## config.mk

```make
export PLATFORM = sky130hd
export DESIGN_NAME = zeroheti_obi_arb
export DESIGN_NICKNAME = d
export VERILOG_FILES = /design/src/rtl/zeroheti_pkg.sv /design/src/rtl/zeroheti_id_fifo.sv /design/src/rtl/zeroheti_obi_arb.sv
export SDC_FILE = /design/constraint.sdc
export NUM_CORES = 1
export LEC_CHECK = 0
export ABC_AREA = 1
export CAP_MARGIN = 20
export CORE_AREA = 10 10 115 117
export CTS_BUF_LIST = sky130_fd_sc_hd__clkbuf_8
export DETAILED_ROUTE_END_ITERATION = 8
export DIE_AREA = 0 0 125 127
export PLACE_DENSITY = 0.68
export SLEW_MARGIN = 25
export SYNTH_ARGS = -nofsm -noshare
export SYNTH_HDL_FRONTEND = slang
export SYNTH_SLANG_ARGS = --single-unit
export TNS_END_PERCENT = 30
```

## constraint.sdc

```tcl
create_clock -name clk_i -period 5.3 [get_ports clk_i]
set_clock_uncertainty 0.15 [all_clocks]
set_input_delay 1.59 -clock clk_i [delete_from_list [all_inputs] [get_ports clk_i]]
set_output_delay 1.59 -clock clk_i [all_outputs]
set_load 0.03 [all_outputs]
```

## src/rtl/zeroheti_pkg.sv

```systemverilog
// Shared types and constants for the zeroheti OBI interconnect blocks.
//   obi_arb_idx_t  : index of a manager on a two-manager arbiter
//   ObiArbNumMgr   : number of managers sharing one arbitrated port
//   obi_arb_other  : the opposite manager index (round-robin step)
package zeroheti_pkg;

  localparam int unsigned ObiArbNumMgr = 2;

  typedef logic [0:0] obi_arb_idx_t;

  function automatic obi_arb_idx_t obi_arb_other(input obi_arb_idx_t idx);
    return ~idx;
  endfunction

endpackage

```

## src/rtl/zeroheti_id_fifo.sv

```systemverilog
// Requester-ID FIFO: remembers which manager issued each accepted request so
// that in-order responses can be routed back to it.
// Ports:
//   clk_i, rst_i     clock, synchronous active-high reset
//   push_i, data_i   enqueue a manager index
//   pop_i            dequeue the head
//   head_o           oldest stored manager index
//   full_o, empty_o  occupancy flags
//   count_o          number of stored entries
module zeroheti_id_fifo
  import zeroheti_pkg::*;
#(
  parameter  int unsigned Depth = 2,
  localparam int unsigned CntW  = $clog2(Depth + 1)
) (
  input  logic               clk_i,
  input  logic               rst_i,
  input  logic               push_i,
  input  obi_arb_idx_t       data_i,
  input  logic               pop_i,
  output obi_arb_idx_t       head_o,
  output logic               full_o,
  output logic               empty_o,
  output logic [CntW-1:0]    count_o
);

  localparam int unsigned PtrW = (Depth > 1) ? $clog2(Depth) : 1;

  obi_arb_idx_t    mem_q [Depth];
  logic [PtrW-1:0] wr_ptr_q, wr_ptr_d;
  logic [PtrW-1:0] rd_ptr_q, rd_ptr_d;
  logic [CntW-1:0] count_q, count_d;

  // Explicit wrap keeps the pointers correct for any depth.
  function automatic logic [PtrW-1:0] ptr_inc(input logic [PtrW-1:0] p);
    return (p == PtrW'(Depth - 1)) ? '0 : p + 1'b1;
  endfunction

  always_comb begin
    wr_ptr_d = push_i ? ptr_inc(wr_ptr_q) : wr_ptr_q;
    rd_ptr_d = pop_i  ? ptr_inc(rd_ptr_q) : rd_ptr_q;
    count_d  = count_q;
    if (push_i && !pop_i) begin
      count_d = count_q + 1'b1;
    end else if (pop_i && !push_i) begin
      count_d = count_q - 1'b1;
    end
  end

  always_ff @(posedge clk_i) begin
    if (rst_i) begin
      wr_ptr_q <= '0;
      rd_ptr_q <= '0;
      count_q  <= '0;
    end else begin
      wr_ptr_q <= wr_ptr_d;
      rd_ptr_q <= rd_ptr_d;
      count_q  <= count_d;
    end
  end

  // Storage needs no reset: an entry is only read after it was written.
  always_ff @(posedge clk_i) begin
    if (push_i) begin
      mem_q[wr_ptr_q] <= data_i;
    end
  end

  assign head_o  = mem_q[rd_ptr_q];
  assign full_o  = (count_q == CntW'(Depth));
  assign empty_o = (count_q == '0);
  assign count_o = count_q;

endmodule

```

## src/rtl/zeroheti_obi_arb.sv

```systemverilog
// Two-to-one OBI arbiter: the core data port (m0) and the debug SBA manager
// (m1) share one downstream subordinate. Round-robin with address-phase
// locking; responses return in order and are routed via an ID FIFO.
// Ports:
//   clk_i, rst_i          clock, synchronous active-high reset
//   m0_* / m1_*           manager-side OBI (req/gnt/addr/we/be/wdata/rvalid/rdata/err)
//   sbr_*                 downstream OBI port
//   proto_err_o           sticky: response arrived with nothing outstanding
module zeroheti_obi_arb
  import zeroheti_pkg::*;
#(
  parameter int unsigned AddrWidth      = 32,
  parameter int unsigned DataWidth      = 32,
  parameter int unsigned MaxOutstanding = 2
) (
  input  logic                   clk_i,
  input  logic                   rst_i,
  input  logic                   m0_req_i,
  output logic                   m0_gnt_o,
  input  logic [AddrWidth-1:0]   m0_addr_i,
  input  logic                   m0_we_i,
  input  logic [DataWidth/8-1:0] m0_be_i,
  input  logic [DataWidth-1:0]   m0_wdata_i,
  output logic                   m0_rvalid_o,
  output logic [DataWidth-1:0]   m0_rdata_o,
  output logic                   m0_err_o,
  input  logic                   m1_req_i,
  output logic                   m1_gnt_o,
  input  logic [AddrWidth-1:0]   m1_addr_i,
  input  logic                   m1_we_i,
  input  logic [DataWidth/8-1:0] m1_be_i,
  input  logic [DataWidth-1:0]   m1_wdata_i,
  output logic                   m1_rvalid_o,
  output logic [DataWidth-1:0]   m1_rdata_o,
  output logic                   m1_err_o,
  output logic                   sbr_req_o,
  input  logic                   sbr_gnt_i,
  output logic [AddrWidth-1:0]   sbr_addr_o,
  output logic                   sbr_we_o,
  output logic [DataWidth/8-1:0] sbr_be_o,
  output logic [DataWidth-1:0]   sbr_wdata_o,
  input  logic                   sbr_rvalid_i,
  input  logic [DataWidth-1:0]   sbr_rdata_i,
  input  logic                   sbr_err_i,
  output logic                   proto_err_o
);

  localparam int unsigned CntW = $clog2(MaxOutstanding + 1);

  obi_arb_idx_t    prio_q, prio_d;
  logic            lock_q, lock_d;
  obi_arb_idx_t    lock_idx_q, lock_idx_d;
  logic            proto_err_q, proto_err_d;

  obi_arb_idx_t    sel;
  obi_arb_idx_t    head;
  logic            fifo_full, fifo_empty;
  logic [CntW-1:0] fifo_count;
  logic            accept, push, pop;

  // Outputs are held quiet while reset is asserted so the reset cycle itself
  // presents idle values on every port.
  assign sbr_req_o = (m0_req_i | m1_req_i) & ~fifo_full & ~rst_i;
  assign accept    = sbr_req_o & sbr_gnt_i;
  assign push      = accept;
  assign pop       = sbr_rvalid_i & ~fifo_empty & ~rst_i;

  // A stalled address phase stays with its manager until it is accepted.
  always_comb begin
    sel = prio_q;
    if (lock_q) begin
      sel = lock_idx_q;
    end else if (m0_req_i && !m1_req_i) begin
      sel = obi_arb_idx_t'(0);
    end else if (m1_req_i && !m0_req_i) begin
      sel = obi_arb_idx_t'(1);
    end
  end

  assign sbr_addr_o  = sel[0] ? m1_addr_i  : m0_addr_i;
  assign sbr_we_o    = sel[0] ? m1_we_i    : m0_we_i;
  assign sbr_be_o    = sel[0] ? m1_be_i    : m0_be_i;
  assign sbr_wdata_o = sel[0] ? m1_wdata_i : m0_wdata_i;

  assign m0_gnt_o = sbr_req_o & sbr_gnt_i & ~sel[0];
  assign m1_gnt_o = sbr_req_o & sbr_gnt_i &  sel[0];

  always_comb begin
    prio_d      = prio_q;
    lock_d      = lock_q;
    lock_idx_d  = lock_idx_q;
    proto_err_d = proto_err_q | (sbr_rvalid_i & fifo_empty);
    if (accept) begin
      prio_d = obi_arb_other(sel);
      lock_d = 1'b0;
    end else if (sbr_req_o) begin
      lock_d     = 1'b1;
      lock_idx_d = sel;
    end
  end

  always_ff @(posedge clk_i) begin
    if (rst_i) begin
      prio_q      <= obi_arb_idx_t'(0);
      lock_q      <= 1'b0;
      lock_idx_q  <= obi_arb_idx_t'(0);
      proto_err_q <= 1'b0;
    end else begin
      prio_q      <= prio_d;
      lock_q      <= lock_d;
      lock_idx_q  <= lock_idx_d;
      proto_err_q <= proto_err_d;
    end
  end

  assign proto_err_o = proto_err_q;

  zeroheti_id_fifo #(
    .Depth (MaxOutstanding)
  ) i_id_fifo (
    .clk_i   (clk_i),
    .rst_i   (rst_i),
    .push_i  (push),
    .data_i  (sel),
    .pop_i   (pop),
    .head_o  (head),
    .full_o  (fifo_full),
    .empty_o (fifo_empty),
    .count_o (fifo_count)
  );

  // The gating on fifo_full must keep occupancy within the FIFO depth.
  assert property (@(posedge clk_i) disable iff (rst_i)
                   fifo_count <= CntW'(MaxOutstanding));

  // Responses go only to the manager at the FIFO head; the other sees zeros.
  assign m0_rvalid_o = pop & ~head[0];
  assign m1_rvalid_o = pop &  head[0];
  assign m0_rdata_o  = m0_rvalid_o ? sbr_rdata_i : '0;
  assign m1_rdata_o  = m1_rvalid_o ? sbr_rdata_i : '0;
  assign m0_err_o    = m0_rvalid_o & sbr_err_i;
  assign m1_err_o    = m1_rvalid_o & sbr_err_i;

endmodule

```

Yosys cells after proc, flatten, opt, wreduce, memory -nomap -nowiden --
Memories as Yosys holds them, arrays and structs flattened. A register that Yosys moved wholly into a read port is not among the register bits. Cells that the tools add are included. Widths: inputs -> output; s select.
Word-level totals: bits in registers 8, latch bits 0, memory bits (writable) 2, memory bits (read-only) 0, bits of input ports 177, word-level logic and storage cells 62, memories 1
Operators by class: add/sub/neg operators 4, $mul 0, divide/modulo/power cells 0, magnitude comparators 0, equal/unequal tests 1, shift-type cells 0, muxes and demuxes 17, bitwise logic cells 20, reductions and logical operators 12
Memory list:
- i_id_fifo.mem_q | depth 2, width 1, rd ports 1, clocked after memory_dff 1, write ports 1, line zeroheti_id_fifo.sv:29 | obi_arb_idx_t mem_q [Depth];
Operators with widths (count):
- $mux 32 | 4
- $and 1x1->1 | 12
- $mux 1 | 10
- $not 1->1 | 6
- $logic_and 1x1->1 | 4
- $logic_not 1->1 | 4
- $mux 2 | 2
- $mux 4 | 1
- $add 1x1->1 const B | 2
- $add 2x1->2 const B | 1
- $eq 2x2->1 const B | 1
- $logic_not 2->1 | 1
- $or 1x1->1 | 2
- $reduce_and 2->1 | 1
- $reduce_bool 2->1 | 1
- $reduce_or 2->1 | 1
- $sub 2x1->2 const B | 1

Depth between registers and ports, before layout --
Gate-level depths: netlist (run 1).
depth after elaboration 9, depth in mapped cells 11

Hierarchy --
From an unflattened synthesis (run 1), not the netlist that was laid out.
Unflattened totals: cell total of the unflattened synthesis 413, area, all modules 2247.2 um^2
Modules (own cells, without submodules):
- zeroheti_obi_arb | times used 1, cells each 377, area an instance 1946.9 um^2
- zeroheti_id_fifo | times used 1, cells each 36, area an instance 300.3 um^2

Worst setup path before layout (run 1) --
No wires, ideal clock.
path type input port to output port, start input port sbr_rvalid_i, end output port m0_rdata_o[10], arrival time 2.768 ns, setup slack 0.792 ns, cell stages on the path 6, path buffers 1, path through o21a_4 nand2_2 nor2_2 inv_2 buf_6 nor2_1
Between the ends: longest elaborated chain between the ends 4
RTL lines:
- start: declaration | line zeroheti_obi_arb.sv:42 | input logic sbr_rvalid_i,
- $and 1x1->1 (2 in series) | line zeroheti_obi_arb.sv:66 | assign pop = sbr_rvalid_i & ~fifo_empty & ~rst_i;
- $and 1x1->1 | line zeroheti_obi_arb.sv:137 | assign m0_rvalid_o = pop & ~head[0];
- via m0_rvalid_o | line zeroheti_obi_arb.sv:24 | output logic m0_rvalid_o,
- $mux 32 | line zeroheti_obi_arb.sv:139 | assign m0_rdata_o = m0_rvalid_o ? sbr_rdata_i : '0;
- end: declaration | line zeroheti_obi_arb.sv:25 | output logic [DataWidth-1:0] m0_rdata_o,
The timed path passes the listed nets, and every way through them passes these cells.

Worst setup path in the final report (run 1) --
start input port rst_i, end output port sbr_req_o
Between the ends: longest elaborated chain between the ends 2
RTL lines:
- start: declaration | line zeroheti_obi_arb.sv:17 | input logic rst_i,
- $not 1->1 | line zeroheti_obi_arb.sv:63 | assign sbr_req_o = (m0_req_i | m1_req_i) & ~fifo_full & ~rst_i;
- $and 1x1->1 | line zeroheti_obi_arb.sv:63
- end: declaration | line zeroheti_obi_arb.sv:36 | output logic sbr_req_o,
No other way between the ends.

==> results list, run 1 <==
* Synth area leaders: sky130_fd_sc_hd__nand2_1 29%, sky130_fd_sc_hd__nand3_1 18%, sky130_fd_sc_hd__nor2_1 15%
- Cell type with the highest aggregate area in the netlist: sky130_fd_sc_hd__nand2_1
* Top-count cell post-synth: sky130_fd_sc_hd__nand2_1
* I/O pin count: 318
* Proportion of netlist area held by the largest area contributor: 0.292
- Area delta synth->final: 160%
- Clock edge transition at the registers on the reported setup and hold paths: around 0.050 ns
* CTS Sinks: 11
- Total Wirelength: between 10,000 and 15,000 microns
- Traced cell by cell, the critical path runs through clkdlybuf4s50_1 > buf_4 > nor2_1 > nand2_1 > inv_1 > clkdlybuf4s50_1.
- Power per unit of standard cell area: ~160 nW/um^2
- Average wire per cell in the routed design: between 15 and 20 microns
* Initial Util: 0.179
- Number of buffers inserted for hold repair after clock tree synthesis: 0
- In the final design database the tool counted 891 nets.
- After layout, the design draws a total of between 800 and 900 uW.
- Setup violations remaining at the end of the flow were counted as 0.
* Die outline width: between 100 and 150 microns
- First-pass GRT wire length: ~20,000 microns
- Share of final-layout standard cells stronger than drive strength 1: 0.191
- Yosys mapped the design onto 24 distinct sky130hd cell types.
* Post-synthesis cell count: between 400 and 500
* Yosys warnings: 0
- All-layer global routing usage: 0.157
* Vias in the first global route: roughly 3,700
* Maximum Capacitance Violations: 0
- The tree is rooted in a sky130_fd_sc_hd__clkbuf_8.
- Post-CTS setup-driven buffer insertion count: 0
- Of the available clock period, the critical path in the final layout requires 0.939.
* Slowest cell on the critical path: sky130_fd_sc_hd__clkdlybuf4s50_1
* Count of instances resized after the clock tree is built: 0
- Antenna violations before repair: 0
- DRC violations left: 0
- Setup total negative slack on the finished layout was measured at 0 ns.
- Max incr delay on CP: between 0.7 and 0.8 ns
- Count of H-tree levels built during CTS: 1
* Commonest cells post-synth: 155 x sky130_fd_sc_hd__nand2_1, 78 x sky130_fd_sc_hd__nor2_1, 70 x sky130_fd_sc_hd__nand3_1
* Number of fill cells in the layout: ~1,100
- Number of input and output port buffers inserted: about 320
- When the netlist entered floorplanning its net count stood at approximately 590.
- Worst slew margin relative to its limit: 0.570
- After synthesis the netlist holds a flip-flop and latch count of 11.
- Maximum ir drop on the vdd rail: roughly 0.08 mV
- Final count of pins violating max slew: 0
* Area of the core: 11,100 sq um
- The worst setup path is captured at a primary output.
* Total area of sequential cells: 240 sq um
- Using the TritonRoute via totals, the vias-per-cell ratio works out to around 4.2.
- In this design, the critical path's most frequently occurring cell is sky130_fd_sc_hd__clkdlybuf4s50_1.
- Crit path setup slack, layout: ~0.32 ns
- Measured slew at the worst slew-check pin: ~0.64 ns
- Fraction of registers with async set/reset: 0
* CP Max Fanout: 3
- Die ar.: around 16,000 sq um
- Source-to-sink clock delay at the later pin of the worst-skew pair: about 0.24 ns
* Ys flop type: sky130_fd_sc_hd__dfxtp_1
- Detailed routing inserted a total of between 3,000 and 4,000 vias.
- Post-synth EDFFs: 2
* Share of the yosys chip area belonging to registers: 0.121
- FP Rows: 39
* Area occupied by multi-input gates: about 1400 sq um
* Setup repair after global routing missed its margin: false
* Pleak: roughly 0.0031 uW
- First DRT Iteration DRCs: roughly 140
- CTS Buf Count: 3
- Data required time at the worst endpoint: between 3 and 4 ns
- The worst path in the final design needs a cycle of approximately 5 ns, including I/O delays and setup.
* Largest net degree at the start of global routing: a little over 70
* Post-Place Worst Slack: ~0.016 ns
- Worst hold-check path type: reg -> reg
- The floorplan step set the die height to between 100 and 150 microns.
- Worst EP arrival: ~3.2 ns
- TritonCTS built the clock tree.
- Derived from the worst setup path, the maximum achievable clock frequency is around 200 MHz.
- After routing the design area is between 5000 and 6000 sq um.
- Final weighted congestion of routability-driven global placement: about 0.89
- The worst setup path is launched from an input pin.
- The run finished with clean final reports.
- The critical path is of the in -> out type.
- After global routing the overflow that remains totals 0.
- The count of final hold-check violations was 0.
- Once placement finished, the instance area stood at between 5000 and 6000 sq um.
* Number of search-and-repair iterations in the first detailed-routing pass: 4
- The HPWL after detailed placement is between 10,000 and 15,000 microns.
- After synthesis the cells add up to around 2000 sq um.
- The detail route stage leaves a number of antenna-violating nets equal to 0.
- After synthesis, the mean cell area works out to approximately 4.9 sq um.
- In this run the deepest clock path goes through 2 buffers.
state kept, by name, indices dropped and copies added (netlist names), named ones only:
signal / flops
i_id_fifo.rd_ptr_q: 1
prio_q: 1
lock_q: 1
i_id_fifo.count_o: 2
proto_err_o: 1
i_id_fifo.wr_ptr_q: 1
i_id_fifo.mem_q: 2
lock_idx_q: 1
area by class of cell:
type | instances | share of cell area
Timing Repair Buffer | 325 | 0.609
Sequential cell | 11 | 0.0464
Clock inverter | 1 | 0.000725
Antenna cell | 1 | 0.000483
Tap cell | 143 | 0.0345
Clock buffer | 3 | 0.00797
Multi-Input combinational cell | 324 | 0.266
Inverter | 48 | 0.0348
critical path, delay by kind of cell:
kind | cells | cell delay [ns]
and+or+nand+nor | 2 | 0.25
buffers and inverters | 4 | 1.39
through the flow:
stage           util  hold slack (ns)  cells
2_1_floorplan      -            0.315    410
3_3_place_gp   0.455            0.329    851
3_5_place_dp   0.455            0.327    851
4_1_cts        0.460            0.344    855
5_1_grt        0.465            0.371    855
6_report       0.466            0.334    856
layout by cell type, fill, tap and decap left out:
master	synthesis	layout
sky130_fd_sc_hd__buf_12	0	11
sky130_fd_sc_hd__inv_2	2	2
sky130_fd_sc_hd__clkbuf_8	0	3
sky130_fd_sc_hd__dfxtp_1	9	9
sky130_fd_sc_hd__clkdlybuf4s50_1	0	179
sky130_fd_sc_hd__nand4_1	1	1
sky130_fd_sc_hd__a21oi_2	1	1
sky130_fd_sc_hd__nor2_1	78	78
sky130_fd_sc_hd__edfxtp_1	2	2
sky130_fd_sc_hd__dlymetal6s2s_1	0	26
sky130_fd_sc_hd__o21a_4	1	1
sky130_fd_sc_hd__o21ai_0	1	1
sky130_fd_sc_hd__nand2_1	155	155
sky130_fd_sc_hd__a31oi_1	1	1
sky130_fd_sc_hd__nand2_2	3	3
sky130_fd_sc_hd__ha_1	1	1
sky130_fd_sc_hd__nor2_2	3	3
sky130_fd_sc_hd__nand3_1	70	70
sky130_fd_sc_hd__a21oi_1	4	4
sky130_fd_sc_hd__diode_2	0	1
sky130_fd_sc_hd__o21ai_1	2	2
sky130_fd_sc_hd__inv_1	46	47
sky130_fd_sc_hd__buf_4	1	109
sky130_fd_sc_hd__nand2_4	1	1
sky130_fd_sc_hd__nand3_2	2	2
cell families after synthesis:
kind of cell	count (synthesis)	share of synthesized area
adders and majority gates	1	0.00628
AOI/OAI and AO/OA	10	0.0327
buffers and inverters	75	0.187
and+or+nand+nor	313	0.653
DFF	11	0.121
power by group:
group | switching (uW) | internal, uW | total [uW]
clock network | 31.9 | 50.9 | 82.8
logic | 355 | 287 | 642
registers | 5.22 | 93.8 | 99.0
total | 392 | 432 | 824
metal layers:
layer  vias to the layer above  GRT usage  wire length [microns]  part of all wire
met1                      1572      0.163                   5210              0.37
li1                       1850          -                      -                 -
met5                         -          0                      0                 0
met3                        12     0.0451                   1140             0.081
met2                       180      0.301                   7540              0.53
met4                         0     0.0386                    218             0.015
worst paths after layout:
path                         from              endpoint  slack [ns]  depth (start not counted)
max                         rst_i             sbr_req_o        0.32                          6
min                   proto_err_o           proto_err_o        0.33                          2
max reg2reg  i_id_fifo.count_o[0]  i_id_fifo.count_o[1]        3.56                          9
min reg2reg           proto_err_o           proto_err_o        0.33                          2
Power figures use the tool's default switching activity.
==> run 2: changes to the inputs <==
- PLACE_DENSITY: 0.68 -> 0.77
- SLEW_MARGIN: 25 -> 20
==> run 2 against run 1 <==
Against the previous run:
- first-iteration DRC count shrank 7.4%
- critical endpoint is now m0_rdata_o[10]
- critical path type unchanged
- register-to-register slack better by 0.02 ns
- clock power down 0.5%
- clock-buffer cell count unchanged
- setup slack got worse by 0.13 ns
- sequential share of layout area rose by 0.19 points
- die area unchanged
- largest power group unchanged
==> results list, run 2 (same netlist as run 1, synthesis figures left out) <==
- Share of final-layout standard cells stronger than drive strength 1: 0.221 (+0.0295)
- Worst slew margin relative to its limit: 0.588 (+0.0180)
* Highest-count cells in the layout ignoring fill and taps: 184 x sky130_fd_sc_hd__clkdlybuf4s50_1, 155 x sky130_fd_sc_hd__nand2_1, 137 x sky130_fd_sc_hd__buf_4
- Worst Path Class, Setup: in -> out
* Number of nets in the finished design: 891 (unchanged)
- The total placed cells including tap cells is 851 (unchanged).
* Final setup violating endpoints: 0 (unchanged)
* Number of buffers inserted for hold repair after clock tree synthesis: 0 (unchanged)
- Final weighted congestion of routability-driven global placement: 0.871 (-2.6%)
- Antenna viol nets, final: 0 (unchanged)
- The width of the die was 125 microns (unchanged).
* Antenna violations before repair: 0 (unchanged)
* Area delta synth->final: 150%
- CTS Buf Count: 3 (unchanged)
- The starting density of the core is 0.179 (unchanged).
- Grt total ovfl: 0 (unchanged)
- The total number of clock tree sinks was 11 (unchanged).
* Count of H-tree levels built during CTS: 1 (unchanged)
* Vias per inst: 4.08 (-3.4%)
* Largest net degree at the start of global routing: 71 (unchanged)
* Maximum ir drop on the vdd rail: 0.0858 mV (+7.0%)
* Worst EP arrival: 3.37 ns (+0.13 ns)
* Count of instances resized after the clock tree is built: 0 (unchanged)
- Clock edge transition at the registers on the reported setup and hold paths: 0.05 ns (about the same)
- The kind of cell with the highest combined delay along the critical path is buffers and inverters.
* Most common library cell in the layout ignoring fill and taps: sky130_fd_sc_hd__clkdlybuf4s50_1
* Max Freq: 196 MHz (-2.5%)
- First DRT Iteration DRCs: 126 (-7.4%)
- The total number of vias came to 3,488 (-3.5%).
* Slowest cell on the critical path: sky130_fd_sc_hd__clkdlybuf4s50_1
- The final cell count without fillers was 855 (-0.12%).
* Average wire per cell in the routed design: 15.7 microns (-4.9%)
- The setup TNS was 0 ns (unchanged).
* I/O pin count: 318 (unchanged)
* Number of search-and-repair iterations in the first detailed-routing pass: 4 (unchanged)
- The count of maximum capacitance violations is 0 (unchanged).
- The final critical-path required period is 5.11 ns (+0.130 ns).
- Critical Path Sink Type: primary output
- The core box area is 11,100 sq um (unchanged).
* Post-route fraction of the period consumed by the critical path: 0.964 (+0.0245)
* Total chip power: 810 uW (-1.8%)
- The number of buffers between clock root and the deepest sink is 2 (unchanged).
- The count of final hold-check violations came to 0 (unchanged).
* Data required time at the worst endpoint: 3.56 ns (about the same)
- The DRC violation count after routing came to 0 (unchanged).
- Final count of pins violating max slew: 0 (unchanged)
- The via count of the first global-routing pass came to 3,510 (-4.5%).
- Measured slew at the worst slew-check pin: 0.617 ns (-0.0277 ns)
- Total Wirelength: 13,400 microns (-5.0%)
- The worst path setup slack after routing is 0.191 ns (-0.130 ns).
* Setup repair after global routing missed its margin: false
- Die ar.: 15,900 sq um (unchanged)
- The global-route wire length before repair is 20,200 microns (-1.6%).
- Diodes inserted: 0 (-1)
- The critical path goes through clkdlybuf4s50_1 > o21a_4 > nand2_2 > nor2_2 > inv_2 > nor2_1 > clkdlybuf4s50_1.
- The post-CTS setup buffer count came to 0 (unchanged).
- Worst Hold Slack: 0.330 ns (-0.00427 ns)
* Number of input and output port buffers inserted: 317 (unchanged)
- The clock network latency to the later pin of the worst-skew pair is 0.24 ns (about the same).
* Pleak: 0.00266 uW (-15%)
- The total half-perimeter wirelength after legalization and detailed placement was 11,400 microns (-5.7%).
- The floorplan row count is 39 (unchanged).
- The post-placement setup slack came to 0.176 ns (+0.160 ns).
- Worst hold-check path type: reg -> reg
- Sort of element at the start of the critical path: input pin
- All-layer global routing usage: 0.153 (-0.00382)
- Power per unit of standard cell area: 163 nW/um^2 (+2.3%)
- The largest stage delay on the critical path is 0.68 ns (-0.03 ns).
- CTS root buffer: sky130_fd_sc_hd__clkbuf_8
- The die outline height was 127 microns (unchanged).
* Cell with the most instances on the worst path: sky130_fd_sc_hd__clkdlybuf4s50_1
- CP Max Fanout: 17 (+14)
* Number of buffers and inverters on the critical path: 3 (-1)
- TritonCTS clock tree: yes
- Status: finished clean
run 2: cell types whose count changed in the layout (fill, tap and decap cells not counted), sizes merged:
cell	delta
diode	-1
clkdlybuf4s50	+5
dlymetal6s2s	-26
buf	+21
run 2: area by class of cell:
type / count / area, sq um
Clock buffer: 3 / 41.3
Clock inverter: 1 / 3.75
Timing Repair Buffer: 325 / 2950
Multi-Input combinational cell: 324 / 1380
Sequential cell: 11 / 240
Tap cell: 143 / 179
Fill cell: 1133 / 6150
Inverter: 48 / 180
run 2: through the flow:
stage           util  area [sq um]
2_1_floorplan      -          1990
3_3_place_gp   0.443          4930
3_5_place_dp   0.443          4930
4_1_cts        0.447          4970
5_1_grt        0.447          4970
6_report       0.447          4970
run 2: final timing paths:
check                                     startpoint                    to  slack [ns]  cells past startpoint
worst max-delay path                    sbr_rvalid_i        m0_rdata_o[10]        0.19                      7
worst min-delay path                     proto_err_o           proto_err_o        0.33                      2
worst max register to register  i_id_fifo.count_o[0]  i_id_fifo.count_o[1]        3.58                     10
worst min register to register           proto_err_o           proto_err_o        0.33                      2
run 2: tightest hold or removal path, delay by kind of cell (launching register included):
family | cells | cell delay (ns)
AND/OR/NAND/NOR | 1 | 0.07
flip-flops | 1 | 0.33
AO/OA/AOI/OAI | 1 | 0.04
run 2: routing by layer:
metal	routed length, microns	part of all wire	vias to the layer above	track usage
met5	0	0	-	0
met4	73	0.0054	0	0.0196
met2	6930	0.52	171	0.284
met3	1120	0.084	4	0.0455
met1	5280	0.39	1462	0.173
li1	-	-	1851	-
run 2: report_power, final:
group	internal (uW)	total [uW]	leakage [uW]	switching, uW
logic	278	628	0.00255	350
registers	93.7	98.9	0.0000927	5.20
clock network	50.9	82.4	0.0000269	31.6
total	423	810	0.00266	387
